## src/rtl/writeback_pkg.sv

```systemverilog
// Shared types for the writeback arbiter: channel indices, result word, instruction packet and FIFO entry.
package writeback_pkg;

   localparam int NUM_CHANNELS = 3;

   typedef enum logic [1:0] {
      ITU = 2'd0,
      LSU = 2'd1,
      CSR = 2'd2
   } channel_e;

   typedef logic [31:0] data_word_t;

   typedef struct packed {
      logic [31:0] pc;
      logic [4:0]  rd_addr;
      logic [4:0]  rob_tag;
      logic        exception_generated;
   } instr_packet_t;

   typedef struct packed {
      data_word_t    result;
      instr_packet_t ipacket;
   } wb_entry_t;

endpackage

```

## src/rtl/wb_channel_fifo.sv

```systemverilog
// Per-channel result FIFO with flush, a registered almost-full flag and a combinational head.
// A push while full is accepted only when the same cycle also pops.
module wb_channel_fifo
   import writeback_pkg::*;
#(
   parameter int BUFFER_DEPTH = 4
) (
   input  logic      clk,
   input  logic      srst,
   input  logic      flush,
   input  logic      push,
   input  wb_entry_t din,
   input  logic      pop,
   output logic      full,
   output logic      almost_full,
   output logic      empty,
   output wb_entry_t head
);

   localparam int PTR_W = $clog2(BUFFER_DEPTH);
   localparam logic [PTR_W:0]   DEPTH_C  = (PTR_W+1)'(BUFFER_DEPTH);
   localparam logic [PTR_W:0]   AF_LEVEL = (PTR_W+1)'(BUFFER_DEPTH - 1);
   localparam logic [PTR_W:0]   CNT_ONE  = (PTR_W+1)'(1);
   localparam logic [PTR_W-1:0] PTR_ONE  = PTR_W'(1);

   wb_entry_t        mem [BUFFER_DEPTH];
   logic [PTR_W-1:0] wr_ptr_reg;
   logic [PTR_W-1:0] rd_ptr_reg;
   logic [PTR_W:0]   count_reg;
   logic [PTR_W:0]   count_next;
   logic             almost_full_reg;
   logic             do_push;
   logic             do_pop;

   assign empty       = (count_reg == '0);
   assign full        = (count_reg == DEPTH_C);
   assign almost_full = almost_full_reg;
   assign head        = mem[rd_ptr_reg];
   assign do_pop      = pop && !empty && !flush;
   assign do_push     = push && !flush && (!full || do_pop);

   always_comb begin
      count_next = count_reg;
      if (flush)
         count_next = '0;
      else if (do_push && !do_pop)
         count_next = count_reg + CNT_ONE;
      else if (!do_push && do_pop)
         count_next = count_reg - CNT_ONE;
   end

   always_ff @(posedge clk) begin
      if (do_push)
         mem[wr_ptr_reg] <= din;
   end

   always_ff @(posedge clk) begin
      if (srst) begin
         wr_ptr_reg      <= '0;
         rd_ptr_reg      <= '0;
         count_reg       <= '0;
         almost_full_reg <= 1'b0;
      end else begin
         count_reg       <= count_next;
         // Flag one slot early so a result already in flight still has room.
         almost_full_reg <= (count_next >= AF_LEVEL);
         if (flush) begin
            wr_ptr_reg <= '0;
            rd_ptr_reg <= '0;
         end else begin
            if (do_push) wr_ptr_reg <= wr_ptr_reg + PTR_ONE;
            if (do_pop)  rd_ptr_reg <= rd_ptr_reg + PTR_ONE;
         end
      end
   end

endmodule

```

## src/rtl/writeback_arbiter.sv

```systemverilog
// Merges the ITU/LSU/CSR result channels onto the single ROB writeback port via per-channel FIFOs
// and a round-robin arbiter. Optional macro WB_EXCEPTION_PRIORITY_EN lets excepting heads jump the queue.
module writeback_arbiter
   import writeback_pkg::*;
#(
   parameter int CHANNELS     = NUM_CHANNELS,
   parameter int BUFFER_DEPTH = 4
) (
   input  logic                         clk_i,
   input  logic                         rst_i,
   input  logic                         flush_i,
   input  logic                         stall_i,
   input  data_word_t    [CHANNELS-1:0] result_i,
   input  instr_packet_t [CHANNELS-1:0] ipacket_i,
   input  logic          [CHANNELS-1:0] data_valid_i,
   output logic          [CHANNELS-1:0] channel_full_o,
   output logic                         overflow_o,
   output data_word_t                   result_o,
   output instr_packet_t                ipacket_o,
   output logic                         data_valid_o
);

   localparam int CH_W = (CHANNELS > 1) ? $clog2(CHANNELS) : 1;
   typedef logic [CH_W-1:0] ch_idx_t;
   localparam ch_idx_t LAST_CH = ch_idx_t'(CHANNELS - 1);
   localparam ch_idx_t CH_ONE  = ch_idx_t'(1);

   wb_entry_t           head [CHANNELS];
   logic [CHANNELS-1:0] fifo_full;
   logic [CHANNELS-1:0] fifo_empty;
   logic [CHANNELS-1:0] pop;
   logic [CHANNELS-1:0] drop;

   ch_idx_t       rr_ptr_reg;
   ch_idx_t       grant_idx;
   ch_idx_t       scan_idx;
   logic          grant_valid;
   logic          exc_grant;
   data_word_t    result_reg;
   instr_packet_t ipacket_reg;
   logic          data_valid_reg;
   logic          overflow_reg;

   generate
      for (genvar gi = 0; gi < CHANNELS; gi++) begin : g_chan
         wb_entry_t push_entry;
         assign push_entry = {result_i[gi], ipacket_i[gi]};
         assign pop[gi]    = grant_valid && !stall_i && !flush_i && (grant_idx == ch_idx_t'(gi));
         assign drop[gi]   = data_valid_i[gi] && fifo_full[gi] && !pop[gi] && !flush_i;

         wb_channel_fifo #(
            .BUFFER_DEPTH(BUFFER_DEPTH)
         ) u_fifo (
            .clk         (clk_i),
            .srst        (rst_i),
            .flush       (flush_i),
            .push        (data_valid_i[gi]),
            .din         (push_entry),
            .pop         (pop[gi]),
            .full        (fifo_full[gi]),
            .almost_full (channel_full_o[gi]),
            .empty       (fifo_empty[gi]),
            .head        (head[gi])
         );
      end
   endgenerate

   // Scan from the farthest candidate back to rr_ptr so the closest non-empty channel wins.
   always_comb begin
      grant_valid = 1'b0;
      grant_idx   = '0;
      scan_idx    = '0;
      exc_grant   = 1'b0;
      for (int k = CHANNELS - 1; k >= 0; k--) begin
         scan_idx = ch_idx_t'((int'(rr_ptr_reg) + k) % CHANNELS);
         if (!fifo_empty[scan_idx]) begin
            grant_valid = 1'b1;
            grant_idx   = scan_idx;
         end
      end
`ifdef WB_EXCEPTION_PRIORITY_EN
      for (int c = CHANNELS - 1; c >= 0; c--) begin
         if (!fifo_empty[ch_idx_t'(c)] && head[ch_idx_t'(c)].ipacket.exception_generated) begin
            grant_valid = 1'b1;
            grant_idx   = ch_idx_t'(c);
            exc_grant   = 1'b1;
         end
      end
`endif
   end

   always_ff @(posedge clk_i) begin
      if (rst_i) begin
         rr_ptr_reg     <= '0;
         result_reg     <= '0;
         ipacket_reg    <= '0;
         data_valid_reg <= 1'b0;
         overflow_reg   <= 1'b0;
      end else begin
         if (|drop)
            overflow_reg <= 1'b1;
         if (flush_i) begin
            data_valid_reg <= 1'b0;
            rr_ptr_reg     <= '0;
         end else if (!stall_i) begin
            if (grant_valid) begin
               result_reg     <= head[grant_idx].result;
               ipacket_reg    <= head[grant_idx].ipacket;
               data_valid_reg <= 1'b1;
               if (!exc_grant)
                  rr_ptr_reg <= (grant_idx == LAST_CH) ? '0 : grant_idx + CH_ONE;
            end else begin
               result_reg     <= '0;
               ipacket_reg    <= '0;
               data_valid_reg <= 1'b0;
            end
         end
      end
   end

   assign result_o     = result_reg;
   assign ipacket_o    = ipacket_reg;
   assign data_valid_o = data_valid_reg;
   assign overflow_o   = overflow_reg;

endmodule

```

## config.mk

```make
export PLATFORM = sky130hd
export DESIGN_NAME = writeback_arbiter
export DESIGN_NICKNAME = d
export VERILOG_FILES = /design/src/rtl/writeback_pkg.sv /design/src/rtl/wb_channel_fifo.sv /design/src/rtl/writeback_arbiter.sv
export SDC_FILE = /design/constraint.sdc
export NUM_CORES = 1
export LEC_CHECK = 0
export CAP_MARGIN = 20
export CORE_MARGIN = 4
export CORE_UTILIZATION = 58
export DETAILED_ROUTE_END_ITERATION = 6
export PLACE_DENSITY = 0.79
export SLEW_MARGIN = 20
export SYNTH_ARGS = -nofsm -noshare
export SYNTH_HDL_FRONTEND = slang
export SYNTH_SLANG_ARGS = --single-unit
```

## constraint.sdc

```tcl
create_clock -name clk_i -period 5.6 [get_ports clk_i]
set_input_delay 0.56 -clock clk_i [delete_from_list [all_inputs] [get_ports clk_i]]
set_output_delay 0.56 -clock clk_i [all_outputs]
set_load 0.1 [all_outputs]
```

Yosys cells after proc, flatten, opt, wreduce, memory -nomap -nowiden
Memory sizes are Yosys's and may differ from the RTL's. A register that Yosys moved wholly into a read port is not among the register bits.
Index checks and enable logic that the tools add are counted.
{"block": "totals", "ff_bits": 103, "mem_bits_rw": 900, "input_bits": 232, "elab_cells": 156, "memories": 3}
{"block": "op_classes", "add_sub_neg": 15, "div": 3, "order_cmp": 7, "n_eq_ne": 5, "n_mux": 40, "n_bitwise": 3, "n_reduce_logical": 60}
{"name": "g_chan[0].u_fifo.mem", "words": 4, "word_bits": 75, "rd": 1, "rd_clocked_by_memory_dff": 1, "write_ports": 1, "line": "wb_channel_fifo.sv:26", "rtl": "wb_entry_t mem [BUFFER_DEPTH];"}
{"name": "g_chan[1].u_fifo.mem", "words": 4, "word_bits": 75, "rd": 1, "rd_clocked_by_memory_dff": 1, "write_ports": 1, "line": "wb_channel_fifo.sv:26"}
{"name": "g_chan[2].u_fifo.mem", "words": 4, "word_bits": 75, "rd": 1, "rd_clocked_by_memory_dff": 1, "write_ports": 1, "line": "wb_channel_fifo.sv:26"}
{"cell": "75-bit binary-select mux with 2-bit select", "n": 1}
{"cell": "75-bit two-way mux", "n": 2}
{"cell": "32-bit by 3-bit modulo with 32-bit output (second input constant)", "n": 2}
{"cell": "43-bit two-way mux", "n": 1}
{"cell": "1-bit logical AND", "n": 32}
{"cell": "3-bit by 3-bit modulo with 32-bit output (second input constant)", "n": 1}
{"cell": "32-bit two-way mux", "n": 1}
{"cell": "3-bit two-way mux", "n": 9}
{"cell": "2-bit two-way mux", "n": 10}
{"cell": "1-bit zero test", "n": 17}
{"cell": "2-bit by 1-bit adder with 2-bit output (second input constant)", "n": 7}
{"cell": "1-bit two-way mux", "n": 13}
{"cell": "3-bit by 1-bit adder with 3-bit output (second input constant)", "n": 3}
{"cell": "3-bit equality test (second input constant)", "n": 3}
{"cell": "3-bit by 2-bit greater-or-equal comparator with 1-bit output (second input constant)", "n": 3}
{"cell": "3-bit zero test", "n": 3}
{"cell": "2-bit by 3-bit less-than comparator with 1-bit output (second input constant)", "n": 3}
{"cell": "3-bit by 1-bit subtractor with 3-bit output (second input constant)", "n": 3}
{"cell": "1-bit binary-select mux with 2-bit select", "n": 3}
{"cell": "2-bit AND reduction", "n": 2}
{"cell": "2-bit by 1-bit adder with 3-bit output (second input constant)", "n": 1}
{"cell": "2-bit by 2-bit adder with 3-bit output (second input constant)", "n": 1}
{"cell": "3-bit greater-or-equal comparator (second input constant)", "n": 1}
{"cell": "1-bit logical OR", "n": 3}
{"cell": "7 further kinds", "n": 8}

Longest topological paths before layout
Gate-level depths: netlist of the first run.
{"block": "depth", "ltp_word": 20, "depth_mapped": 14}

Hierarchy
A second synthesis of the first run with hierarchy kept.
{"block": "unflattened", "hier_cells": 1941, "area_unflattened_um2": 38929.8}
{"module": "wb_channel_fifo", "n_inst": 3, "cells_per_inst": 458, "area_each_um2": 11410.9, "seq_area_each_um2": 9208.8}
{"module": "writeback_arbiter", "n_inst": 1, "cells_per_inst": 567, "area_each_um2": 4697.0, "seq_area_each_um2": 1581.5}

Least setup slack after synthesis of the first run
OpenSTA, ideal clock, no wires.
{"block": "synth_path", "path_type": "reg-to-reg", "start": "register g_chan[0].u_fifo.count_reg[0]", "end": "memory g_chan[0].u_fifo.mem[0][0] (netlist name) (enable)", "t_arrival_ns": 4.065, "t_required_ns": 5.159, "path_slack_ns": 1.093, "stages_incl_launch_ff": 10, "path_buffers": 0, "cell_sequence": "dfxtp_1 > inv_1 > ha_1 > or3b_4 > a21oi_1 > o22ai_1 > o21ai_0 > or2_2 > a31oi_1 > and2_1"}
{"block": "synth_between", "elab_chain_cells": 15}
{"element": "from (decl)", "line": "wb_channel_fifo.sv:29", "rtl": "logic [PTR_W:0] count_reg;"}
{"element": "from (signal assigned)", "line": "wb_channel_fifo.sv:64", "rtl": "count_reg <= count_next;"}
{"element": "3-bit zero test", "line": "wb_channel_fifo.sv:35", "rtl": "assign empty = (count_reg == '0);"}
{"element": "1-bit binary-select mux with 2-bit select", "line": "writeback_arbiter.sv:76", "rtl": "if (!fifo_empty[scan_idx]) begin"}
{"element": "1-bit two-way mux (implied by the code)", "line": "writeback_arbiter.sv:76"}
{"element": "1-bit two-way mux (3 in a row)", "line": "writeback_arbiter.sv:76"}
{"element": "1-bit logical AND (3 in a row)", "line": "writeback_arbiter.sv:48", "rtl": "assign pop[gi] = grant_valid && !stall_i && !flush_i && (grant_idx == ch_idx_t'(gi));"}
{"element": "1-bit logical AND (2 in a row)", "line": "wb_channel_fifo.sv:39", "rtl": "assign do_pop = pop && !empty && !flush;"}
{"element": "1-bit logical OR (*)", "line": "wb_channel_fifo.sv:40", "rtl": "assign do_push = push && !flush && (!full || do_pop);"}
{"element": "1-bit logical AND (*)", "line": "wb_channel_fifo.sv:40"}
{"element": "1-bit two-way mux (*)", "line": "wb_channel_fifo.sv:53", "rtl": "if (do_push)"}
{"element": "1-bit two-way mux (implied by the code) (*)", "line": "wb_channel_fifo.sv:54", "rtl": "mem[wr_ptr_reg] <= din;"}
{"element": "to (decl)", "line": "wb_channel_fifo.sv:26"}
Mark *: on every way between the ends. The rest lies on a longest branch, timed or not. The select of a mux whose other input is x is not followed.

Final worst setup path of the first run
{"block": "layout_path", "start": "register g_chan[0].u_fifo.count_reg[0]", "end": "memory g_chan[0].u_fifo.mem[1][58] (netlist name) (enable)"}
Same word-level chain as after synthesis.

==> results.md, run 1 <==
- In this run the horizontal extent of the chip is between 200 and 300 um.
- The leading cell type in the layout, fill and taps excluded is sky130_fd_sc_hd__edfxtp_1.
- The placed instances occupy a cell area of between 40,000 and 50,000 um^2.
- In the synthesized netlist the dominant register cell turns out to be sky130_fd_sc_hd__edfxtp_1.
- The initialized floorplan defines 94 standard-cell rows.
- The largest stage delay on the critical path is roughly 670 ps.
- The total number of vias is between 20,000 and 25,000.
- For this configuration, the core starts out at a cell density of 0.585.
- The yosys synthesis warning count is 0.
- The clock passes through at most 3 buffers.
- TritonCTS built the clock tree.
- CTS placed an instance of sky130_fd_sc_hd__clkbuf_16 at the clock tree root.
- The share of synthesized flip-flops with an asynchronous set or reset is 0.
- The worst hold-check path type is input port to register.
- The number of buffers created by CTS is 95.
- Entering global routing, the biggest net connects 76 pins.
- Counting flops with a built-in enable in the synthesized netlist gives 900.
- After detailed routing, the number of vias per cell comes to around 6.4.
- Ranked by total cell area, the synthesized netlist is headed by sky130_fd_sc_hd__edfxtp_1 (70%), sky130_fd_sc_hd__mux4_2 (13%), sky130_fd_sc_hd__dfxtp_1 (5.7%), sky130_fd_sc_hd__mux2i_1 (2.0%), sky130_fd_sc_hd__a22oi_1 (1.5%).
- The maximum VDD drop is roughly 280 uV.
- The number of buffers inserted by port buffering is 311.
- On the critical path the largest part of the delay comes from compound AO/OA/AOI/OAI gates.
- The number of fill cells is between 3,000 and 4,000.
- The slew of the pin with the lowest slew margin is 1120 ps.
- The portion of the clock cycle consumed by the worst path in the final layout is 0.801.
- The cell type with the highest aggregate area in the netlist is sky130_fd_sc_hd__edfxtp_1.
- Once layout is complete, the utilization of the core stands at 0.698.
- The first detailed-routing pass took 5 iterations.
- The number of global-route vias before repair is roughly 21,000.
- 312 I/O pins were placed.
- The largest individual stage delay along the critical path comes from the cell sky130_fd_sc_hd__and2_4.
- The signal on the critical path passes through inv_1 -> ha_1 -> or3b_4 -> a21oi_1 -> o22ai_1 -> o21ai_0 -> or2_2 -> a31oi_1 -> and2_4 -> buf_12.
- The area share of the largest cell type after synthesis is 0.703.
- The height of the die is ~270 um.
- The wire-length estimate of the detail-placed layout is between 50 and 60 mm.
- The count of H-tree levels built during CTS is 3.
- Setup repair after global routing left no endpoint under its margin.
- The full die area is 70,500 um^2.
- STA classifies the critical path endpoint as a register.
- Across all hold checks on the routed design, the worst slack comes to approximately 230 ps.
- The tightest slew margin relative to the limit is 0.254.
- From synthesis to final layout, the design area changed by 19.3%.
- The mean instance size in the synthesized netlist is ~20 um^2.
- The max-capacitance violation count is 0.
- After clock tree synthesis, the flow added hold-fix buffers numbering 0.
- The mapped netlist covers 38,500 um^2.
- The flip-flop count of the largest register after layout is 900.
- In the layout the commonest cells are sky130_fd_sc_hd__edfxtp_1 (900), sky130_fd_sc_hd__clkdlybuf4s50_1 (310), sky130_fd_sc_hd__mux4_2 (225).
- The leftover overflow at the end of global routing is 0.
- The net count after synthesis is 2,196.
- The area of the placeable core is 65,700 um^2.
- The summed area of non-filler cells in the final layout is between 40,000 and 50,000 um^2.
- The clock slew at the register clock pins of the worst setup and hold paths is approximately 60 ps.
- The synthesized instance count is just under 2,000.
- Counting flops and latches in the post-synthesis netlist gives between 1,000 and 1,500.
- Dividing total power by cell area gives a power density of between 300 and 400 nW/um^2.
- The final number of setup-violating endpoints is 0.
- Clock latency on the worst-skew pair, taken at its later pin, is approximately 660 ps.
- The DRC marker count from the first detailed-route iteration is between 2,000 and 3,000.
- Static timing analysis puts the maximum clock frequency at around 220 MHz.
- The routability congestion estimate from global placement is slightly above 0.8.
- In the final layout, the share of cells above drive strength 1 is 0.182.
- The number of antenna violations at the first check in global routing is 21.
- Together, buffers and inverters on the worst path number 2.
- The worst setup path is launched from a register.
- The final net count is 2,521.
- Summed over all failing endpoints, the final setup total negative slack is 0 ps.
- The number of DRC violations after detailed routing is 0.
- The number of gates resized after CTS was 0.
- The remaining antenna violation count is 0.
- The worst path needs about 4500 ps of the cycle, external delays included.
- The data required time at the worst endpoint is ~5900 ps.
- The number of hold-slack violations in the final timing report was 0.
- The cell leakage power is between 10 and 15 nW.
- The total routing usage reported by global routing is 0.272.
- The register with the most flip-flops is g_chan.u_fifo.mem.
- Of the synthesized area, sequential elements account for 0.759.
- The highest net fanout along the worst path is 39.
- The clock drives 1,009 sinks.
- The number of different library cells in the post-synthesis netlist is 55.
- The detailed-route wire length is about 96 mm.
- The number of pins exceeding their max-slew limit in the final report is 0.
- The number of setup buffers added after CTS is 0.
- For the final database, setup skew stands at ~37 ps.
- The category of the critical setup timing path is register to register.
- After detailed routing, the average wire length per cell comes to a little under 30 um.
- The flow ran to the end, and the final reports show no timing, DRC or antenna violations.
- The global-route wire length before repair is roughly 140 mm.
- At the worst endpoint, the arrival time is around 4800 ps.
## power by group
part	internal [W]	leakage [nW]	switching [W]
Combinational	0.000385	4.16	0.000677
Sequential	0.00832	9.06	0.0000565
Clock	0.00383	1.55	0.00274
Total	0.0125	14.8	0.00348
## final timing paths
kind	startpoint	endpoint	slack [ps]	cells after the start
worst min-delay path	rst_i	result_o[27]	230	2
worst max-delay path	g_chan[0].u_fifo.count_reg[0]	g_chan[0].u_fifo.mem[1][58]	1110	10
worst max register to register	g_chan[0].u_fifo.count_reg[0]	g_chan[0].u_fifo.mem[1][58]	1110	10
worst min register to register	ipacket_o[7]	ipacket_o[7]	520	2
## worst register-to-register path: stages, from the launching register on
cell                      delay [ps]
sky130_fd_sc_hd__dfxtp_1         400
sky130_fd_sc_hd__inv_1           130
sky130_fd_sc_hd__ha_1            310
sky130_fd_sc_hd__or3b_4          310
sky130_fd_sc_hd__a21oi_1          70
sky130_fd_sc_hd__o22ai_1         540
sky130_fd_sc_hd__o21ai_0         430
sky130_fd_sc_hd__or2_2           400
sky130_fd_sc_hd__a31oi_1         490
sky130_fd_sc_hd__and2_4          680
sky130_fd_sc_hd__buf_12          380
## cells in the mapped netlist (all sizes together) (2+ instances only)
| master | number |
|---|---|
| a21oi | 18 |
| or2 | 4 |
| a22oi | 77 |
| mux2i | 78 |
| o31a | 3 |
| nor3b | 3 |
| o211ai | 2 |
| a31o | 2 |
| nor2b | 6 |
| xnor2 | 9 |
| nor2 | 104 |
| a211oi | 2 |
| buf | 38 |
| a211o | 2 |
| a31oi | 10 |
| o2111ai | 2 |
| clkbuf | 76 |
| and2 | 16 |
| or3 | 2 |
| o21ai | 82 |
| a21o | 2 |
| and3 | 3 |
| nand3b | 5 |
| nand2b | 6 |
| nand4 | 3 |
| dfxtp | 109 |
| ha | 24 |
| xor2 | 3 |
| mux4 | 225 |
| nand2 | 82 |
| inv | 19 |
| nand3 | 5 |
| edfxtp | 900 |
| o221ai | 2 |
| o31ai | 2 |
## per-stage QoR
step	total power (W)	std cells	setup slack, ps
final	0.0160	3227	1110
after detailed placement	0.00958	3032	1250
after global placement	0.00954	3032	1420
after floorplan	0.00909	1940	1090
after global routing	0.0165	3224	853
after CTS	0.0161	3211	1200
## final cells by class
class / instances / area [um^2] / share of cell area
clock buffers: 129 / 2560 / 0.0559
repair buffers: 342 / 3490 / 0.0761
multi-input cells: 798 / 8780 / 0.191
well taps: 864 / 1080 / 0.0236
diodes: 16 / 40.0 / 0.000872
inverters: 19 / 71.3 / 0.00155
flip-flops and latches: 1009 / 29200 / 0.637
clock inverters: 50 / 634 / 0.0138
## routing by layer
| layer | up-vias | GRT usage | share of wire |
|---|---|---|---|
| met3 | 201 | 0.0565 | 0.085 |
| met4 | 12 | 0.0894 | 0.032 |
| met5 | - | 0 | 0.00079 |
| li1 | 8537 | - | - |
| met2 | 1099 | 0.450 | 0.51 |
| met1 | 10752 | 0.371 | 0.37 |
## cell families after synthesis
family	Yosys count	share of synthesized area
xor gates and xnor gates	12	0.00273
DFF	1009	0.759
muxes	303	0.152
and+or+nand+nor	245	0.0282
buffers and inverters	133	0.0140
AOI/OAI and AO/OA	214	0.0358
adders and majority gates	24	0.00781
No activity file was read; power rests on OpenSTA's default activity.
==> run 2, diff against run 1 <==
==> constraint.sdc (replaced) <==
create_clock -name clk_i -period 4.25 [get_ports clk_i]
set_input_delay 0.425 -clock clk_i [delete_from_list [all_inputs] [get_ports clk_i]]
set_output_delay 0.425 -clock clk_i [all_outputs]
set_load 0.1 [all_outputs]
==> run 2 against run 1 <==
Against the previous run: the run now ends with DRC left; largest cell class unchanged; sequential power increased by 31%; critical endpoint is now g_chan[0].u_fifo.mem[0][13]; critical path depth up 1; non-clock buffer count up 13; clock skew shrank 10 ps; cell count rose by 0.59%; flip-flop and latch count unchanged; clock-buffer cell count is 8 lower; global-route usage up 1.3 points; highest routed layer unchanged.
==> results.md, run 2 (same netlist as run 1, synthesis figures left out) <==
- The library cell used most frequently in the layout, excluding fill and tap cells, is sky130_fd_sc_hd__edfxtp_1.
- The count of hold-fix buffers inserted at cts is 0.
- The height of the die is 266 um.
- Setup repair after global routing left no endpoint under its margin.
- The category of the worst setup path launch point is a register.
- The relative contribution of combinational cells to total power is 0.069.
- Leaving out fill and tap cells, the most frequent cells in the layout are sky130_fd_sc_hd__edfxtp_1 (900), sky130_fd_sc_hd__clkdlybuf4s50_1 (310), sky130_fd_sc_hd__mux4_2 (225).
- The CTS tree is built.
- The worst clock skew is 26.7 ps.
- After the last flow step, the layout net total stands at 2,536.
- The number of antenna violations at the first check in global routing is 28.
- The data arrival time of the critical path is between 4000 and 5000 ps.
- In this run the worst hold path is classified as input port to register.
- Summed over all nets, the switching power comes to roughly 0.0047 W.
- The remaining antenna violation count is 0.
- The post-route setup TNS is 0 ps.
- CTS placed an instance of sky130_fd_sc_hd__clkbuf_16 at the clock tree root.
- The clock slew at the register clock pins of the worst setup and hold paths is about 60 ps.
- The clock tree buffer depth is 3.
- The global-route wire length before repair is 146 mm.
- Of the total power, the share spent switching nets is 0.224.
- On the worst path, the slowest cell contributes a delay of 490 ps.
- Across every metal layer, demand over resource in global routing totals 0.285.
- The number of global-route vias before repair was ~21,000.
- The later pin in the worst-skew pair is clocked with a latency of between 600 and 700 ps.
- The flow ran to the end, but the final reports show violations.
- Buffers added to address setup during post-CTS repair amount to 0.
- Detailed placement ended at an HPWL of approximately 63 mm.
- In this run, post-CTS repair resized a total of 0 instances.
- After detailed routing, the total wire length is 100 mm.
- The worst setup path is captured at a register.
- The final number of setup-violating endpoints is 0.
- The count of H-tree levels built during CTS is 3.
- The category of the critical setup timing path is register to register.
- The total overflow left after global routing is 0.
- Of the total power, registers draw 0.529.
- At the worst endpoint, the required time is 4570 ps.
- Measured along the x axis, the die boundary spans approximately 270 um.
- The internal power of the cells totals 0.0162 W.
- The register with the most flip-flops in the layout has 900 of them.
- In the routed layout, each cell is associated on average with a via count of around 6.4.
- The number of rows created at floorplan is 94.
- Of the available clock period, the critical path in the final layout requires 0.905.
- The number of iterations in the first detailed-routing pass is 7.
- At the end of routability-driven placement, the weighted congestion stood at just under 0.9.
- The max-capacitance violation count is 0.
- Entering global routing, the biggest net connects between 80 and 90 pins.
- The cell with the largest stage delay on the worst path is sky130_fd_sc_hd__o22ai_1.
- For this run, the share of the core covered by cells in the final layout is 0.701.
- The layout-stage area growth over the synthesis result is 19.8%.
- For the pin with the worst max-slew slack, the measured transition is 1130 ps.
- The boundary pin count is around 310.
- The critical path goes through inv_1 -> ha_1 -> nor2b_1 -> a21oi_1 -> o22ai_1 -> o21ai_0 -> or2_2 -> a31oi_1 -> buf_4 -> and2_4 -> buf_12.
- The maximum clock frequency is between 200 and 300 MHz.
- The die covers 70,500 um^2.
- Counting flops per register, the top entry is g_chan.u_fifo.mem.
- The number of hold-slack violations in the final timing report is 0.
- The number of buffers inserted by port buffering is between 300 and 400.
- The highest net fanout along the worst path is 46.
- In this run the tightest slew margin relative to its limit is 0.245.
- The power density relative to cell area is ~450 nW/um^2.
- The initial utilization of the core area, before any placement, comes to 0.585.
- The final reports fail on DRC.
- The total number of vias is about 21,000.
- The part of the power in the clock network is 0.401.
- In this run, CTS created clock tree buffers numbering slightly below 100.
- The routed design could run at a clock period as short as 3840 ps.
- After detailed routing, the average wire length per cell comes to 30.9 um.
- After the first detailed-routing iteration, the DRC count stood at between 3,000 and 4,000.
- The tree built by TritonCTS fans out to between 1,000 and 1,500 sinks.
- The number of pins exceeding their max-slew limit in the final report is 0.
- IR analysis of the VDD net gives a maximum drop of roughly 430 uV.
- The core region is roughly 66,000 um^2.
- The number of DRC violations after detailed routing is 1.
- In this run the static leakage power is around 15 nW.
- The total chip power is between 0.02 and 0.025 W.
- The fraction of final layout cells sized beyond drive strength 1 is 0.186.
[run 2: through the flow]
step           hold slack (ps)  area [um^2]  instances  setup WS (ps)
2_1_floorplan              459        38500       1940            550
3_3_place_gp               460        42900       3045            578
3_5_place_dp               505        42900       3045            498
4_1_cts                    190        46000       3227            463
5_1_grt                    224        46000       3235           64.9
6_report                   219        46100       3246            405
[run 2: area by class of cell]
cell class,count,area [um^2]
sequential,1009,29200
fill,3828,19700
multi-input combinational,798,8770
timing repair buffer,355,3790
clock buffer,121,2590
tap,864,1080
clock inverter,61,489
inverter,19,71.3
antenna,19,47.5
[run 2: critical path, delay by kind of cell, from the launching register on]
family	cells	cell delay, ps
AOI/OAI and AO/OA	4	1180
and+or+nand+nor	3	900
buffers and inverters	3	630
adders and majority gates	1	380
DFF	1	340
[run 2: metal layers]
metal  share of wire  vias up  wire length [um]  GRT usage
met4           0.027       20              2670     0.0872
li1                -     8568                 -          -
met2            0.48     1358             48000      0.440
met1            0.38    10770             38000      0.410
met5          0.0013        -               131          0
met3            0.11      193             11400     0.0737
[run 2: final timing paths]
kind                                 end  slack, ps  cells after the start                     startpoint
max          g_chan[0].u_fifo.mem[0][13]        410                     11  g_chan[1].u_fifo.count_reg[1]
min                         result_o[22]        220                      2                          rst_i
max reg2reg  g_chan[0].u_fifo.mem[0][13]        410                     11  g_chan[1].u_fifo.count_reg[1]
min reg2reg                  result_o[4]        510                      2                    result_o[4]
[run 2: power groups by stage]
stage | combinational, W | clock [W] | sequential [W]
2_1_floorplan | 0.000501 | 0 | 0.0115
3_3_place_gp | 0.00139 | 0 | 0.0112
3_5_place_dp | 0.00142 | 0 | 0.0112
4_1_cts | 0.00144 | 0.00844 | 0.0110
5_1_grt | 0.00151 | 0.00892 | 0.0110
6_report | 0.00145 | 0.00837 | 0.0110
